### src/rtl/mux_arb_n_pkg.sv
// ==== mux_arb_n_pkg : shared mode constants and select-width helper (rev 1.0) ====
`default_nettype none

package mux_arb_n_pkg;

  localparam int MODE_DIRETO      = 0;
  localparam int MODE_ROUND_ROBIN = 1;

  // Select width is clog2 of the channel count, never narrower than one bit.
  function automatic int sel_width(input int n);
    return (n > 2) ? $clog2(n) : 1;
  endfunction

endpackage

`default_nettype wire

### src/rtl/mux_arb_n_rr_pick.sv
// ==== rr_pick : combinational rotated-priority picker, search starts at 'start' (rev 1.0) ====
`default_nettype none

module rr_pick #(
  parameter int N    = 4,
  parameter int SELW = 2
) (
  input  logic [N-1:0]    req,
  input  logic [SELW-1:0] start,
  output logic [N-1:0]    grant,
  output logic [SELW-1:0] idx,
  output logic            found
);

  logic [SELW:0]   w_sum;
  logic [SELW-1:0] w_pos;

  always_comb begin
    grant = '0;
    idx   = '0;
    found = 1'b0;
    w_sum = '0;
    w_pos = '0;
    for (int k = 0; k < N; k++) begin
      // start is always < N, so one conditional subtract gives the wrap.
      w_sum = {1'b0, start} + (SELW+1)'(k);
      if (w_sum >= (SELW+1)'(N)) begin
        w_sum = w_sum - (SELW+1)'(N);
      end
      w_pos = w_sum[SELW-1:0];
      if (!found && req[w_pos]) begin
        found        = 1'b1;
        grant[w_pos] = 1'b1;
        idx          = w_pos;
      end
    end
  end

endmodule

`default_nettype wire

### src/rtl/mux_arb_n.sv
// ==== mux_arb_n : N-channel W-bit mux, direct or round-robin select, one-entry output buffer (rev 1.0) ====
`default_nettype none

module mux_arb_n
  import mux_arb_n_pkg::*;
#(
  parameter int WIDTH    = 8,
  parameter int CHANNELS = 4,
  parameter int MODE     = MODE_DIRETO
) (
  input  logic                         Clock,
  input  logic                         Reset,
  input  logic [CHANNELS*WIDTH-1:0]    Entrada,
  input  logic [CHANNELS-1:0]          Valido,
  input  logic [sel_width(CHANNELS)-1:0] Controle,
  output logic [CHANNELS-1:0]          Aceito,
  output logic [WIDTH-1:0]             Resultado,
  output logic                         ResultadoValido,
  input  logic                         Pronto
);

  localparam int SELW = sel_width(CHANNELS);

  logic [CHANNELS-1:0] w_grant;
  logic [SELW-1:0]     w_idx;
  logic                w_found;
  logic                w_carga;
  logic                w_take;
  logic [WIDTH-1:0]    w_sel_data;

  assign w_carga = !ResultadoValido || Pronto;
  assign w_take  = w_carga && w_found && !Reset;
  assign Aceito  = w_take ? w_grant : '0;

  generate
    if (MODE == MODE_ROUND_ROBIN) begin : g_rr
      logic [SELW-1:0] r_ponteiro;
      logic            unused_controle;

      assign unused_controle = ^Controle;

      rr_pick #(
        .N    (CHANNELS),
        .SELW (SELW)
      ) u_pick (
        .req   (Valido),
        .start (r_ponteiro),
        .grant (w_grant),
        .idx   (w_idx),
        .found (w_found)
      );

      always_ff @(posedge Clock) begin
        if (Reset) begin
          r_ponteiro <= '0;
        end else if (w_take) begin
          r_ponteiro <= (w_idx == SELW'(CHANNELS-1)) ? '0 : w_idx + SELW'(1);
        end
      end
    end else begin : g_direct
      // Out-of-range selects (non-power-of-2 CHANNELS) simply match no channel.
      always_comb begin
        w_grant = '0;
        w_idx   = '0;
        w_found = 1'b0;
        for (int i = 0; i < CHANNELS; i++) begin
          if (Controle == SELW'(i) && Valido[i]) begin
            w_grant[i] = 1'b1;
            w_idx      = SELW'(i);
            w_found    = 1'b1;
          end
        end
      end
    end
  endgenerate

  always_comb begin
    w_sel_data = '0;
    for (int i = 0; i < CHANNELS; i++) begin
      if (w_grant[i]) begin
        w_sel_data = Entrada[i*WIDTH +: WIDTH];
      end
    end
  end

  always_ff @(posedge Clock) begin
    if (Reset) begin
      Resultado       <= '0;
      ResultadoValido <= 1'b0;
    end else if (w_take) begin
      Resultado       <= w_sel_data;
      ResultadoValido <= 1'b1;
    end else if (Pronto && ResultadoValido) begin
      ResultadoValido <= 1'b0;
    end
  end

endmodule

`default_nettype wire

### config.mk
export PLATFORM = sky130hd
export DESIGN_NAME = mux_arb_n
export DESIGN_NICKNAME = d
export VERILOG_FILES = /design/src/rtl/mux_arb_n_pkg.sv /design/src/rtl/mux_arb_n_rr_pick.sv /design/src/rtl/mux_arb_n.sv
export SDC_FILE = /design/constraint.sdc
export NUM_CORES = 1
export LEC_CHECK = 0
export ABC_AREA = 1
export BUFFER_PORTS_ARGS = -buffer_cell sky130_fd_sc_hd__clkbuf_2
export CELL_PAD_IN_SITES_DETAIL_PLACEMENT = 0
export CELL_PAD_IN_SITES_GLOBAL_PLACEMENT = 1
export CORE_MARGIN = 5
export CORE_UTILIZATION = 23
export DETAILED_ROUTE_END_ITERATION = 8
export GPL_TIMING_DRIVEN = 1
export MAX_ROUTING_LAYER = met4
export PLACE_DENSITY = 0.81
export SLEW_MARGIN = 30
export SYNTH_ARGS = -nofsm -noshare
export SYNTH_HDL_FRONTEND = slang
export SYNTH_HIERARCHICAL = 1
export SYNTH_SLANG_ARGS = --single-unit
### constraint.sdc
create_clock -name Clock -period 1 [get_ports Clock]
set_input_delay 0.15 -clock Clock [delete_from_list [all_inputs] [get_ports Clock]]
set_output_delay 0.15 -clock Clock [all_outputs]
set_load 0.1 [all_outputs]
==> run_results.csv <==
group,metric,value,unit
status,outcome,"complete, but fails checks",
status,failed_checks,"setup timing",
timing,setup_viol,14,
clock_network,cts_root_buf,"clkbuf_4",
grt,grt_first_pass_wirelength,4560,um
pwr,irDropWorstVdd,0.000234,V
worst_setup_path,cpMostUsedCell,"nor2_4",
clock_network,cts.sink_count,9,
flow_run,maxCapViolations,0,
timing,drv_slew,0,
yosys,synth_seq_cells,9,
clock_network,htree_levels,1,
timing,maxSlewHeadroom,76.9,%
hold_path,holdPathEnd,"ResultadoValido",
worst_setup_path,slowest_delay,0.34,ns
grt,grt_start_max_net_pins,18,
cells_and_area,drive_gt1_share,72.5,%
drt,drt_pass1_iterations,4,
floorplan,rows,20,
worst_setup_path,worst-path-buf-inv,3,
worst_setup_path,r2r-start,"ResultadoValido",
timing,tightest_slew,0.346,ns
worst_setup_path,ff2ff_path_depth,11,
drt,drtIter0Drc,63,
place,port_buffers,53,
worst_setup_path,regToRegEndpoint,"Resultado[2]",
yosys,ys_types,20,
drt,dr_wl_met3,213,um
drt,via_per_inst,4.74,
floorplan,start_util,24.3,%
timing,hold_viol,0,
floorplan,die_width,67.1,um
place,dpl_cell_area,1380,um2
cells_and_area,final_cell_mix,"clkbuf_2, nand4_1, buf_4",
grt,grt_pass1_vias,1033,
place,routabilityCongestion,0.757,
worst_setup_path,worstPathArrival,1.44,ns
drt,wire_per_inst,14.2,um
clock_network,cts_tree,"yes",
cells_and_area,diodes,0,
drt,highest_layer,"met4",
clock_network,clk_path_buf_depth,2,
worst_setup_path,crit_slowest_cell,"dfxtp_4",
drt,drc,0,
timing,rsz0062_at_grt,"yes",
worst_setup_path,start_kind,"register",
pwr,pwr_density_cell,844,nW/um2
drt,vias,1053,
worst_setup_path,end_kind,"output port",
floorplan,dieArea,4500,um2
hold_path,min_path_type,"in -> reg",
drt,wl_met1,1320,um
worst_setup_path,crit_family,"simple AND/OR/NAND/NOR gates",
yosys,synth_nets,147,
cells_and_area,final_cell_area,1520,um2
place,dp_hpwl,2540,um
floorplan,die_height,67.1,um
cells_and_area,final_core_util,49.3,%
cells_and_area,mostFrequentLayoutCell,"clkbuf_2",
clock_network,cts_hold_buf,0,
pwr,p_leak,0.000639,uW
yosys,yosysWarnings,6,
worst_setup_path,crit_path_max_fanout,3,
drt,postRouteAntennaNets,0,
yosys,synth_area,749,um2
timing,clock_skew,0.00270,ns
grt,globalRouteOverflowTotal,0,
yosys,synthCells,106,
floorplan,coreArea,3080,um2
yosys,ys_seq_area_share,24.0,%
clock_network,clock_latency,0.26,ns
floorplan,pin_count,54,
worst_setup_path,worstPathRequired,0.85,ns
timing,layout_min_cycle_time,1.59,ns
worst_setup_path,regToRegSetupSlack,-0.43,ns
clock_network,path_clk_slew,0.06,ns
drt,drt-total-wl,3160,um
cells_and_area,syn2layout_area_growth,102,%
timing,fmax,631,MHz
hold_path,whs_path_depth,4,
pwr,power,1280,uW
clock_network,cts_buffers,3,
grt,grt_usage,13.5,%
hold_path,min_from,"Pronto",
timing,fin_crit_sh,159,%
timing,fin_ws,-0.585,ns
cells_and_area,final_nets,220,
worst_setup_path,crit_path_cell_trace,"inv_2 > nor2_4 > nor2_4 > o21ai_4 > or2_4 > clkinvlp_4 > buf_12",
drt,met2_length,1600,um
yosys,syn-mean-instance-area,7.07,um2
worst_setup_path,crit_type,"reg -> out",
grt,antenna_found_initial,0,
## synth_stat cells
cell | n | share of area, %
nand2_2 | 10 | 8.3
nor2_2 | 2 | 1.7
nor2_8 | 1 | 2.7
buf_2 | 4 | 2.7
inv_1 | 4 | 2.0
nand3_2 | 2 | 2.7
a21oi_2 | 7 | 8.2
buf_1 | 1 | 0.50
nand2_1 | 18 | 9.0
inv_2 | 1 | 0.50
buf_6 | 2 | 3.0
nand3_1 | 9 | 6.0
buf_4 | 1 | 1.0
dfxtp_1 | 9 | 24
o21ai_2 | 1 | 1.2
a21oi_1 | 1 | 0.67
or2_1 | 1 | 0.84
nand4_1 | 24 | 20
nor2_4 | 1 | 1.5
nor2_1 | 7 | 3.5
## where the power goes
group          total, uW  internal, uW  switching, uW
clock network        281           154            127
registers            390           374           15.6
logic                608           253            355
total               1280           782            498
## routing by layer
metal,track usage [%],vias up
li1,-,520
met1,17.0,483
met2,22.2,46
met3,1.52,4
met4,4.30,0
met5,-,-
## through the flow
step | hold WS [ns] | setup TNS (ns) | worst slack, ns | instances
detailed placement | 0.456 | -2.76 | -0.329 | 212
global route | 0.207 | -6.54 | -0.623 | 222
global placement | 0.446 | -2.25 | -0.275 | 212
floorplan | 0.336 | -4.41 | -0.559 | 106
CTS | 0.193 | -4.74 | -0.523 | 220
finish | 0.203 | -5.86 | -0.585 | 222
## cell type report
class,instances,area (um2)
inverter,5,30.0
sequential,9,194
multi-input combinational,85,574
tap,44,55.1
fill,304,1560
timing repair buffer,75,637
clock buffer,4,26.3
## flip-flops by register name, summed over array words and instances (netlist names)
name             count
ResultadoValido      1
Resultado            8
## logic make-up after synthesis
family                 after synthesis  share of synthesized area, %
AO/OA/AOI/OAI                        9                          10.0
buffers and inverters               13                          9.68
flip-flops                           9                          24.0
AND/OR/NAND/NOR                     75                          56.3
## worst register-to-register path: stages (launching register included)
cell and delay, ns:
dfxtp_4 0.34, inv_2 0.06, nor2_4 0.04, nor2_4 0.15, buf_4 0.14, buf_6 0.08
buf_6 0.08, buf_6 0.10, inv_8 0.04, nor2_4 0.13, nand2_1 0.09, a21oi_2 0.12
## worst max path at each step
stage	startpoint	endpoint	slack, ns	cells past startpoint
floorplan	ResultadoValido	Aceito[3]	-0.56	6
global placement	Controle[0]	Aceito[3]	-0.27	8
detailed placement	Controle[0]	Aceito[3]	-0.33	8
CTS	ResultadoValido	Aceito[3]	-0.52	7
global route	ResultadoValido	Aceito[3]	-0.62	7
finish	ResultadoValido	Aceito[3]	-0.59	7
## timing repair
item,CTS,global route
setup buffers,4,3
pin swaps,2,8
gates resized for setup,1,17
setup endpoints to repair,14,14
cloned,0,1
(Power assumes the default switching activity.)
